===== src/rtl/clk_div_pkg.sv =====
// rtl/clk_div_pkg.sv - shared types and constants for the divided-clock controller
package clk_div_pkg;

  localparam int CNT_W_DEF = 16;
  localparam int MIN_HALF  = 1;

  typedef enum logic [1:0] {
    ST_STOP  = 2'd0,
    ST_RUN   = 2'd1,
    ST_DRAIN = 2'd2
  } state_e;

endpackage


===== src/rtl/clk_div_core.sv =====
// rtl/clk_div_core.sv - half-period counter and toggle datapath for clk_div_ctrl
module clk_div_core
  import clk_div_pkg::*;
#(
  parameter int CNT_W    = CNT_W_DEF,
  parameter int DEF_HALF = 8
) (
  input  logic             clk,
  input  logic             rst_n,
  input  logic             run,
  input  logic             load,
  input  logic [CNT_W-1:0] half,
  output logic             clk_out,
  output logic             tick,
  output logic             boundary
);

  localparam logic [CNT_W-1:0] ONE = {{(CNT_W-1){1'b0}}, 1'b1};

  logic [CNT_W-1:0] cnt_q, cnt_d;
  logic [CNT_W-1:0] half_q, half_d;
  logic             clk_out_q, clk_out_d;
  logic             tick_q, tick_d;
  logic             toggle;

  // half_q never drops below 1, so cnt_q < half_q and the compare cannot wrap
  assign toggle   = run && (cnt_q == (half_q - ONE));
  assign boundary = toggle && clk_out_q;

  always_comb begin
    half_d    = half_q;
    cnt_d     = '0;
    clk_out_d = 1'b0;
    tick_d    = 1'b0;
    if (load) begin
      half_d = half;
    end
    if (run) begin
      if (toggle) begin
        cnt_d     = '0;
        clk_out_d = ~clk_out_q;
        tick_d    = ~clk_out_q;
      end else begin
        cnt_d     = cnt_q + ONE;
        clk_out_d = clk_out_q;
      end
    end
  end

  always_ff @(posedge clk or negedge rst_n) begin
    if (!rst_n) begin
      cnt_q     <= '0;
      half_q    <= CNT_W'(DEF_HALF);
      clk_out_q <= 1'b0;
      tick_q    <= 1'b0;
    end else begin
      cnt_q     <= cnt_d;
      half_q    <= half_d;
      clk_out_q <= clk_out_d;
      tick_q    <= tick_d;
    end
  end

  assign clk_out = clk_out_q;
  assign tick    = tick_q;

endmodule


===== src/rtl/clk_div_ctrl.sv =====
// rtl/clk_div_ctrl.sv - glitch-free run/stop and ratio controller for the divided clock
// Optional period counter output enabled by CLK_DIV_CTRL_PCNT_EN.
module clk_div_ctrl
  import clk_div_pkg::*;
#(
  parameter int CNT_W    = CNT_W_DEF,
  parameter int DEF_HALF = 8
) (
  input  logic             clk,
  input  logic             rst_n,
  input  logic             en,
  input  logic             cfg_valid,
  input  logic [CNT_W-1:0] cfg_half,
  output logic             cfg_ready,
  output logic             cfg_err,
  output logic             clk_out,
  output logic             tick,
  output logic             busy
`ifdef CLK_DIV_CTRL_PCNT_EN
  ,
  output logic [31:0]      period_cnt
`endif
);

  state_e           state_q, state_d;
  logic             pend_q, pend_d;
  logic [CNT_W-1:0] pend_half_q, pend_half_d;
  logic             cfg_ready_q, cfg_ready_d;
  logic             cfg_err_q, cfg_err_d;
  logic             accept, zero_half, boundary, run, load;
  logic [CNT_W-1:0] load_half;

  assign accept    = cfg_valid && cfg_ready_q;
  assign zero_half = cfg_half < CNT_W'(MIN_HALF);
  assign run       = (state_q != ST_STOP);

  always_comb begin
    state_d     = state_q;
    pend_d      = pend_q;
    pend_half_d = pend_half_q;
    load        = 1'b0;
    load_half   = cfg_half;
    cfg_err_d   = accept && zero_half;
    case (state_q)
      ST_STOP: begin
        if (en) state_d = ST_RUN;
        // a value caught on the final boundary of a drain is applied here
        if (pend_q) begin
          load      = 1'b1;
          load_half = pend_half_q;
          pend_d    = 1'b0;
        end else if (accept && !zero_half) begin
          load = 1'b1;
        end
      end
      ST_RUN: begin
        if (!en) state_d = ST_DRAIN;
      end
      ST_DRAIN: begin
        if (en) state_d = ST_RUN;
        else if (boundary) state_d = ST_STOP;
      end
      default: state_d = ST_STOP;
    endcase
    if (run) begin
      if (boundary && pend_q) begin
        load      = 1'b1;
        load_half = pend_half_q;
        pend_d    = 1'b0;
      end
      if (accept && !zero_half) begin
        pend_d      = 1'b1;
        pend_half_d = cfg_half;
      end
    end
    cfg_ready_d = ~pend_d;
  end

  always_ff @(posedge clk or negedge rst_n) begin
    if (!rst_n) begin
      state_q     <= ST_STOP;
      pend_q      <= 1'b0;
      pend_half_q <= '0;
      cfg_ready_q <= 1'b1;
      cfg_err_q   <= 1'b0;
    end else begin
      state_q     <= state_d;
      pend_q      <= pend_d;
      pend_half_q <= pend_half_d;
      cfg_ready_q <= cfg_ready_d;
      cfg_err_q   <= cfg_err_d;
    end
  end

  clk_div_core #(
    .CNT_W    (CNT_W),
    .DEF_HALF (DEF_HALF)
  ) u_core (
    .clk      (clk),
    .rst_n    (rst_n),
    .run      (run),
    .load     (load),
    .half     (load_half),
    .clk_out  (clk_out),
    .tick     (tick),
    .boundary (boundary)
  );

`ifdef CLK_DIV_CTRL_PCNT_EN
  logic [31:0] period_cnt_q, period_cnt_d;

  always_comb begin
    period_cnt_d = period_cnt_q;
    if (boundary) period_cnt_d = period_cnt_q + 32'd1;
  end

  always_ff @(posedge clk or negedge rst_n) begin
    if (!rst_n) period_cnt_q <= '0;
    else        period_cnt_q <= period_cnt_d;
  end

  assign period_cnt = period_cnt_q;
`endif

  assign cfg_ready = cfg_ready_q;
  assign cfg_err   = cfg_err_q;
  assign busy      = pend_q;

endmodule


===== config.mk =====
export PLATFORM = sky130hd
export DESIGN_NAME = clk_div_ctrl
export DESIGN_NICKNAME = d
export VERILOG_FILES = /design/src/rtl/clk_div_pkg.sv /design/src/rtl/clk_div_core.sv /design/src/rtl/clk_div_ctrl.sv
export SDC_FILE = /design/constraint.sdc
export NUM_CORES = 1
export LEC_CHECK = 0
export BUFFER_PORTS_ARGS = -buffer_cell sky130_fd_sc_hd__buf_2
export CAP_MARGIN = 20
export CORE_MARGIN = 3
export CORE_UTILIZATION = 30
export DETAILED_ROUTE_END_ITERATION = 16
export GPL_TIMING_DRIVEN = 0
export SLEW_MARGIN = 20
export SYNTH_ARGS = -nofsm -noshare
export SYNTH_HDL_FRONTEND = slang
export SYNTH_SLANG_ARGS = --single-unit

===== constraint.sdc =====
create_clock -name clk -period 3.15 [get_ports clk]
set_clock_uncertainty 0.05 [all_clocks]
set_input_delay 0.1575 -clock clk [delete_from_list [all_inputs] [get_ports clk]]
set_output_delay 0.1575 -clock clk [all_outputs]
set_load 0.02 [all_outputs]

==> results.sh, run 1 <==
export IMPL_utilization_pct=38.0
export IMPL_insertedDiodeCount=0
export IMPL_yosysMostFrequentCell="nand2_1"
export IMPL_vias_per_cell=4.84
export IMPL_p_seq_share_pct=40.6
export IMPL_fill_cells=959
export IMPL_avgSynthCellArea_um2=9.60
export IMPL_crit_fanout=8
export IMPL_synth_mux_area_fraction_pct=0.340
export IMPL_num_io_pins=25
export IMPL_netlist_area_um2=2950
export IMPL_vdd_drop_max_mv=0.312
export IMPL_tightest_slew_ps=892
export IMPL_clock_latency_ps=310
export IMPL_holdWs_ps=6.31
export IMPL_p_switching_uw=945
export IMPL_grt_max_degree=56
export IMPL_slew_headroom_pct=39.8
export IMPL_grt_pass1_wl_um=11200
export IMPL_synthTopCellsByCount="nand2_1 (56), dfrtp_1 (53), nor2_1 (26), xor2_1 (17), and2_1 (16)"
export IMPL_drtAntennaViolNets=0
export IMPL_combPwrFrac_pct=39.0
export IMPL_ys_seq_area_share_pct=46.8
export IMPL_ys_ff_latch=55
export IMPL_clock_sinks=55
export IMPL_synthSimpleGateAreaFrac_pct=27.2
export IMPL_drc=0
export IMPL_antenna_found_initial=0
export IMPL_layout_cells_non_filler=485
export IMPL_hold_path_class="in2reg"
export IMPL_cts_made_buffers=5
export IMPL_hold_violations=0
export IMPL_maxCapViolations=0
export IMPL_synthFlopType="dfrtp_1"
export IMPL_synth_fa_ha_area_share_pct=0.849
export IMPL_top_usage_layer="met2"
export IMPL_synth_xor_area_share_pct=9.51
export IMPL_sw_frac_of_total_pct=35.1
export IMPL_crit_path_max_incr_delay_ps=520
export IMPL_wirelength_um=6630
export IMPL_setup_violations=0
export IMPL_io_buffers=24
export IMPL_ys_warn_count=0
export IMPL_min_period_ps=3090
export IMPL_tritoncts="built"
export IMPL_cp_end_kind="flip-flop"
export IMPL_initial_core_util_pct=31.3
export IMPL_synth_top_family_by_area="simple AND/OR/NAND/NOR gates"
export IMPL_areaGrowthSynthToFinish_pct=21.2
export IMPL_fin_crit_sh_pct=97.9
export IMPL_grt_use_total_pct=12.3
export IMPL_via_count=2347
export IMPL_place_ws_ps=-307
export IMPL_p_int_mw=1.74
export IMPL_drive_gt1_share_pct=21.9
export IMPL_met3_usage_pct=1.91
export IMPL_start_kind="flip-flop"
export IMPL_crit_chain="buf_6 > or4_4 > or4_4 > a211o_1 > a21oi_2 > nand4_1 > o31a_4 > buf_6 > a221o_1"
export IMPL_p_clk_share_pct=20.4
export IMPL_dp_final_hpwl_um=4720
export IMPL_crit_required_ps=3310
export IMPL_dp_cells=460
export IMPL_die_x_um=105
export IMPL_multi_input_area_um2=1530
export IMPL_fp_dieH_um=105
export IMPL_status="completed"
export IMPL_fmax_mhz=324
export IMPL_synth_compound_area_share_pct=12.4
export IMPL_synthDistinctLibCells=52
export IMPL_synth_area_leaders="dfrtp_1 (45%), nand2_1 (7.1%), xor2_1 (5.1%)"
export IMPL_syn_inst=307
export IMPL_htree_levels=2
export IMPL_synth_edf_count=0
export IMPL_place_gp_congestion=0.867
export IMPL_drt_pass1_iter_count=4
export IMPL_cp_arrival_ps=3240
export IMPL_async_reset_ff_share_pct=100
export IMPL_p_leak_nw=1.61
export IMPL_critPathKind="reg2reg"
export IMPL_rows=35
export IMPL_met1_usage_pct=17.0
export IMPL_power_density_nw_per_um2=752
export IMPL_wl_per_cell_um=13.7
export IMPL_setup_tns_ps=0
export IMPL_gr_total_overflow=0
export IMPL_die_area_um2=11100
export IMPL_regArea_um2=1380
export IMPL_syn_nets=329
export IMPL_core_um2=9420
export IMPL_drt_iter0_markers=129
export IMPL_finalNetCount=377
export IMPL_rsz0062_at_grt="yes"
export IMPL_drv_slew=0
export IMPL_clkSlewWorstSetupHoldPaths_ps=100
export IMPL_critical_path_slowest_cell="or4_4"
export IMPL_synth_top_area_share_pct=45.0
export IMPL_cts_root_buffer="clkbuf_8"
export IMPL_met2_usage_pct=20.1
export IMPL_cts_buffer_depth=2
export IMPL_synth_area_leader_cell="dfrtp_1"
export IMPL_setup_slack_ps=64.8
export IMPL_first_global_vias=2225
-- metal layers --
layer	vias to the layer above	share of wire, %
li1	1174	-
met2	34	49
met3	6	2.8
met5	-	0
met1	1133	47
met4	0	1.0
-- final timing paths --
kind                                   from                end  slack (ps)  cells after the start
min reg2reg                 pend_half_q[15]    pend_half_q[15]         440                      2
max                        u_core.half_q[6]  u_core.half_q[10]          60                      9
max reg2reg                u_core.half_q[6]  u_core.half_q[10]          60                      9
min in group asynchronous             rst_n   u_core.cnt_q[10]         410                      2
min                             cfg_half[0]     pend_half_q[0]           6                      3
max in group asynchronous             rst_n   u_core.half_q[0]        2150                      2
-- layout make-up --
cell class | instances | area share [%]
Buffer | 9 | 1.68
Clock inverter | 2 | 1.68
Clock buffer | 6 | 2.03
Sequential cell | 55 | 38.7
Inverter | 6 | 0.630
Tap cell | 129 | 4.52
Timing Repair Buffer | 43 | 7.88
Multi-Input combinational cell | 235 | 42.9
-- power by group through the flow --
stage,Clock (mW),Combinational [mW],Sequential (mW)
after floorplan,0,0.708,1.03
after global placement,0,0.860,1.08
after detailed placement,0,0.880,1.09
after CTS,0.567,0.984,1.07
after global routing,0.588,1.17,1.12
final,0.549,1.05,1.09
-- state kept, by name, summed over array words and instances (netlist names) --
register	count
cfg_err	1
state_q	2
u_core.tick	1
u_core.half_q	16
pend_half_q	16
cfg_ready	1
busy	1
u_core.cnt_q	16
u_core.clk_out	1
-- worst max-delay path: cells and delay by family (launching register included) --
kind / cells / cell delay [ps]
simple gates: 3 / 1160
compound gates: 4 / 1110
buf+inv: 2 / 260
flops: 1 / 380
-- cell usage in the layout (no fill, tap or decap), types with 4 or more instances in the layout --
| cell | instances |
|---|---|
| xor2_1 | 17 |
| dlygate4sd3_1 | 5 |
| buf_2 | 23 |
| nand4_1 | 6 |
| nand3_1 | 13 |
| buf_4 | 14 |
| nor3_1 | 4 |
| xnor2_1 | 15 |
| nand2_1 | 55 |
| a221o_1 | 10 |
| and2_1 | 16 |
| o21ai_0 | 4 |
| a221o_2 | 6 |
| dfrtp_1 | 51 |
| clkbuf_1 | 6 |
| nor2_1 | 26 |
| buf_6 | 4 |
| clkbuf_8 | 5 |
| and3_1 | 5 |
| nor4_1 | 9 |
-- logic make-up after synthesis --
| logic type | count (synthesis) |
|---|---|
| DFF | 55 |
| and+or+nand+nor | 159 |
| adders and majority gates | 2 |
| buffers and inverters | 17 |
| AOI/OAI and AO/OA | 41 |
| xor gates and xnor gates | 32 |
| muxes | 1 |
-- through the flow --
step	power, mW	area [um^2]
finish	2.69	3570
global route	2.88	3570
CTS	2.62	3500
detailed placement	1.97	3230
global placement	1.94	3230
floorplan	1.74	2950
-- repair_timing --
action	CTS	global route
buffers inserted	5	8
hold buffers	5	0
hold endpoints to repair	57	0
gates resized for setup	9	8
pin swaps	5	2
endpoints found under the setup margin	26	21
gates cloned	1	0
(Power assumes the default switching activity.)
==> run 2: changes to the inputs <==
- CORE_ASPECT_RATIO: not set -> 2
- CTS_BUF_LIST: not set -> sky130_fd_sc_hd__clkbuf_8
==> run 2 against run 1 <==
- count of clock-buffer cells in the layout fell by 1
- sequential share of layout area rose by 0.090 points
- global-route usage rose by 1.0 points
- largest cell class unchanged
- core utilization fell by 0.18 points
- sequential cell count did not move
- routed wire length rose by 8.2%
- via count rose by 2.2%
- die area rose by 0.66%
- combinational power barely moved
- critical path depth did not move
==> results.sh, run 2 (synthesis gave the netlist of run 1 again) <==
export IMPL_fin_crit_sh_pct=99.3
export IMPL_setup_violations=0
export IMPL_critical_path_slowest_cell="or4_4"
export IMPL_dp_cells=461
export IMPL_drc=0
export IMPL_cp_num_buf_inv=2
export IMPL_clock_latency_ps=320
export IMPL_first_global_vias=2432
export IMPL_cts_buffer_depth=2
export IMPL_grt_max_degree=56
export IMPL_drt_iter0_markers=66
export IMPL_min_period_ps=3130
export IMPL_grt_use_total_pct=13.3
export IMPL_io_buffers=24
export IMPL_gr_total_overflow=0
export IMPL_rsz0062_at_grt="yes"
export IMPL_cts_root_buffer="clkbuf_8"
export IMPL_place_gp_congestion=0.800
export IMPL_num_io_pins=25
export IMPL_holdWs_ps=1.66
export IMPL_drive_gt1_share_pct=23.5
export IMPL_antenna_found_initial=0
export IMPL_cp_end_kind="flip-flop"
export IMPL_power_density_nw_per_um2=716
export IMPL_core_um2=9450
export IMPL_crit_fanout=8
export IMPL_slew_headroom_pct=35.2
export IMPL_wl_per_cell_um=14.6
export IMPL_cp_arrival_ps=3290
export IMPL_rows=50
export IMPL_drt_pass1_iter_count=4
export IMPL_maxCapViolations=0
export IMPL_clkSlewWorstSetupHoldPaths_ps=100
export IMPL_fill_cells=959
export IMPL_start_kind="flip-flop"
export IMPL_crit_chain="buf_6 > or4_4 > or4_4 > a211o_1 > a21oi_2 > nand4_1 > o31a_1 > buf_6 > a221o_1"
export IMPL_fmax_mhz=320
export IMPL_insertedDiodeCount=0
export IMPL_tightest_slew_ps=960
export IMPL_wirelength_um=7170
export IMPL_dp_final_hpwl_um=5320
export IMPL_final_cell_mix="nand2_1 (55), dfrtp_1 (50), nor2_1 (26)"
export IMPL_status="completed"
export IMPL_drtAntennaViolNets=0
export IMPL_htree_levels=2
export IMPL_initial_core_util_pct=31.2
export IMPL_die_x_um=76.1
export IMPL_hold_path_class="in2reg"
export IMPL_drv_slew=0
export IMPL_tritoncts="built"
export IMPL_grt_pass1_wl_um=11900
export IMPL_layout_cells_non_filler=492
export IMPL_crit_path_max_incr_delay_ps=510
export IMPL_multi_input_area_um2=1540
export IMPL_areaGrowthSynthToFinish_pct=21.1
export IMPL_clock_sinks=55
export IMPL_critPathKind="reg2reg"
export IMPL_fp_dieH_um=146
export IMPL_vdd_drop_max_mv=0.340
export IMPL_largestRegisters="pend_half_q (16), u_core.cnt_q (16), u_core.half_q (16)"
export IMPL_vias_per_cell=4.87
export IMPL_via_count=2398
export IMPL_layout_commonest_cell="nand2_1"
export IMPL_finalNetCount=383
export IMPL_regArea_um2=1380
export IMPL_cts_made_buffers=5
export IMPL_p_leak_nw=1.60
export IMPL_die_area_um2=11100
export IMPL_crit_required_ps=3310
export IMPL_cp_top_family="compound AO/OA/AOI/OAI gates"
export IMPL_hold_violations=0
-- run 2: layout make-up --
type / instances / share of cell area [%]
plain buffers: 9 / 1.44
clock buffers: 5 / 1.93
clock inverters: 3 / 0.456
inverters: 6 / 0.631
multi-input cells: 235 / 43.0
flip-flops and latches: 55 / 38.7
well taps: 130 / 4.56
repair buffers: 49 / 9.22
-- run 2: path summary, 6_finish.rpt --
check                                 start                end  slack, ps  depth (start not counted)
max in group asynchronous             rst_n  u_core.half_q[11]       2160                          2
min reg2reg                  u_core.clk_out        u_core.tick        430                          1
min                             cfg_half[8]     pend_half_q[8]          2                          3
min in group asynchronous             rst_n        u_core.tick        370                          2
max reg2reg                u_core.half_q[5]   u_core.half_q[9]         20                          9
max                        u_core.half_q[5]   u_core.half_q[9]         20                          9
-- run 2: worst register-to-register path: stages, from the launching register on --
cell	delay, ps
dfrtp_1	380
buf_6	130
or4_4	510
or4_4	430
a211o_1	280
a21oi_2	200
nand4_1	150
o31a_1	430
buf_6	180
a221o_1	290
-- run 2: timing repair --
action / CTS / global route
gates cloned: 1 / 0
endpoints found under the setup margin: 26 / 25
hold buffers: 6 / 0
gates resized for setup: 13 / 4
endpoints found under the hold margin: 58 / 0
buffers inserted: 7 / 11
pin swaps: 11 / 8
-- run 2: power by group --
group | switching [mW] | total [mW] | internal, mW | leakage [nW]
logic | 0.531 | 1.08 | 0.545 | 0.846
registers | 0.198 | 1.09 | 0.891 | 0.705
clock network | 0.238 | 0.391 | 0.153 | 0.0453
-- run 2: stage by stage --
step	worst slack [ps]	setup TNS, ps	instance area [um^2]	utilization (%)	power (mW)
2_1_floorplan	120	0	2950	-	1.74
3_3_place_gp	-301	-5340	3230	34.2	1.95
3_5_place_dp	-348	-6530	3230	34.2	1.98
4_1_cts	-12.7	-49.1	3470	36.8	2.48
5_1_grt	-112	-1050	3570	37.8	2.73
6_report	21.3	0	3570	37.8	2.56
-- run 2: metal layers --
layer / GRT usage [%] / vias up / wire [um]
li1: - / 1188 / -
met3: 1.42 / 5 / 118
met5: 0 / - / 0
met1: 12.9 / 1170 / 2580
met2: 27.4 / 35 / 4350
met4: 5.81 / 0 / 128
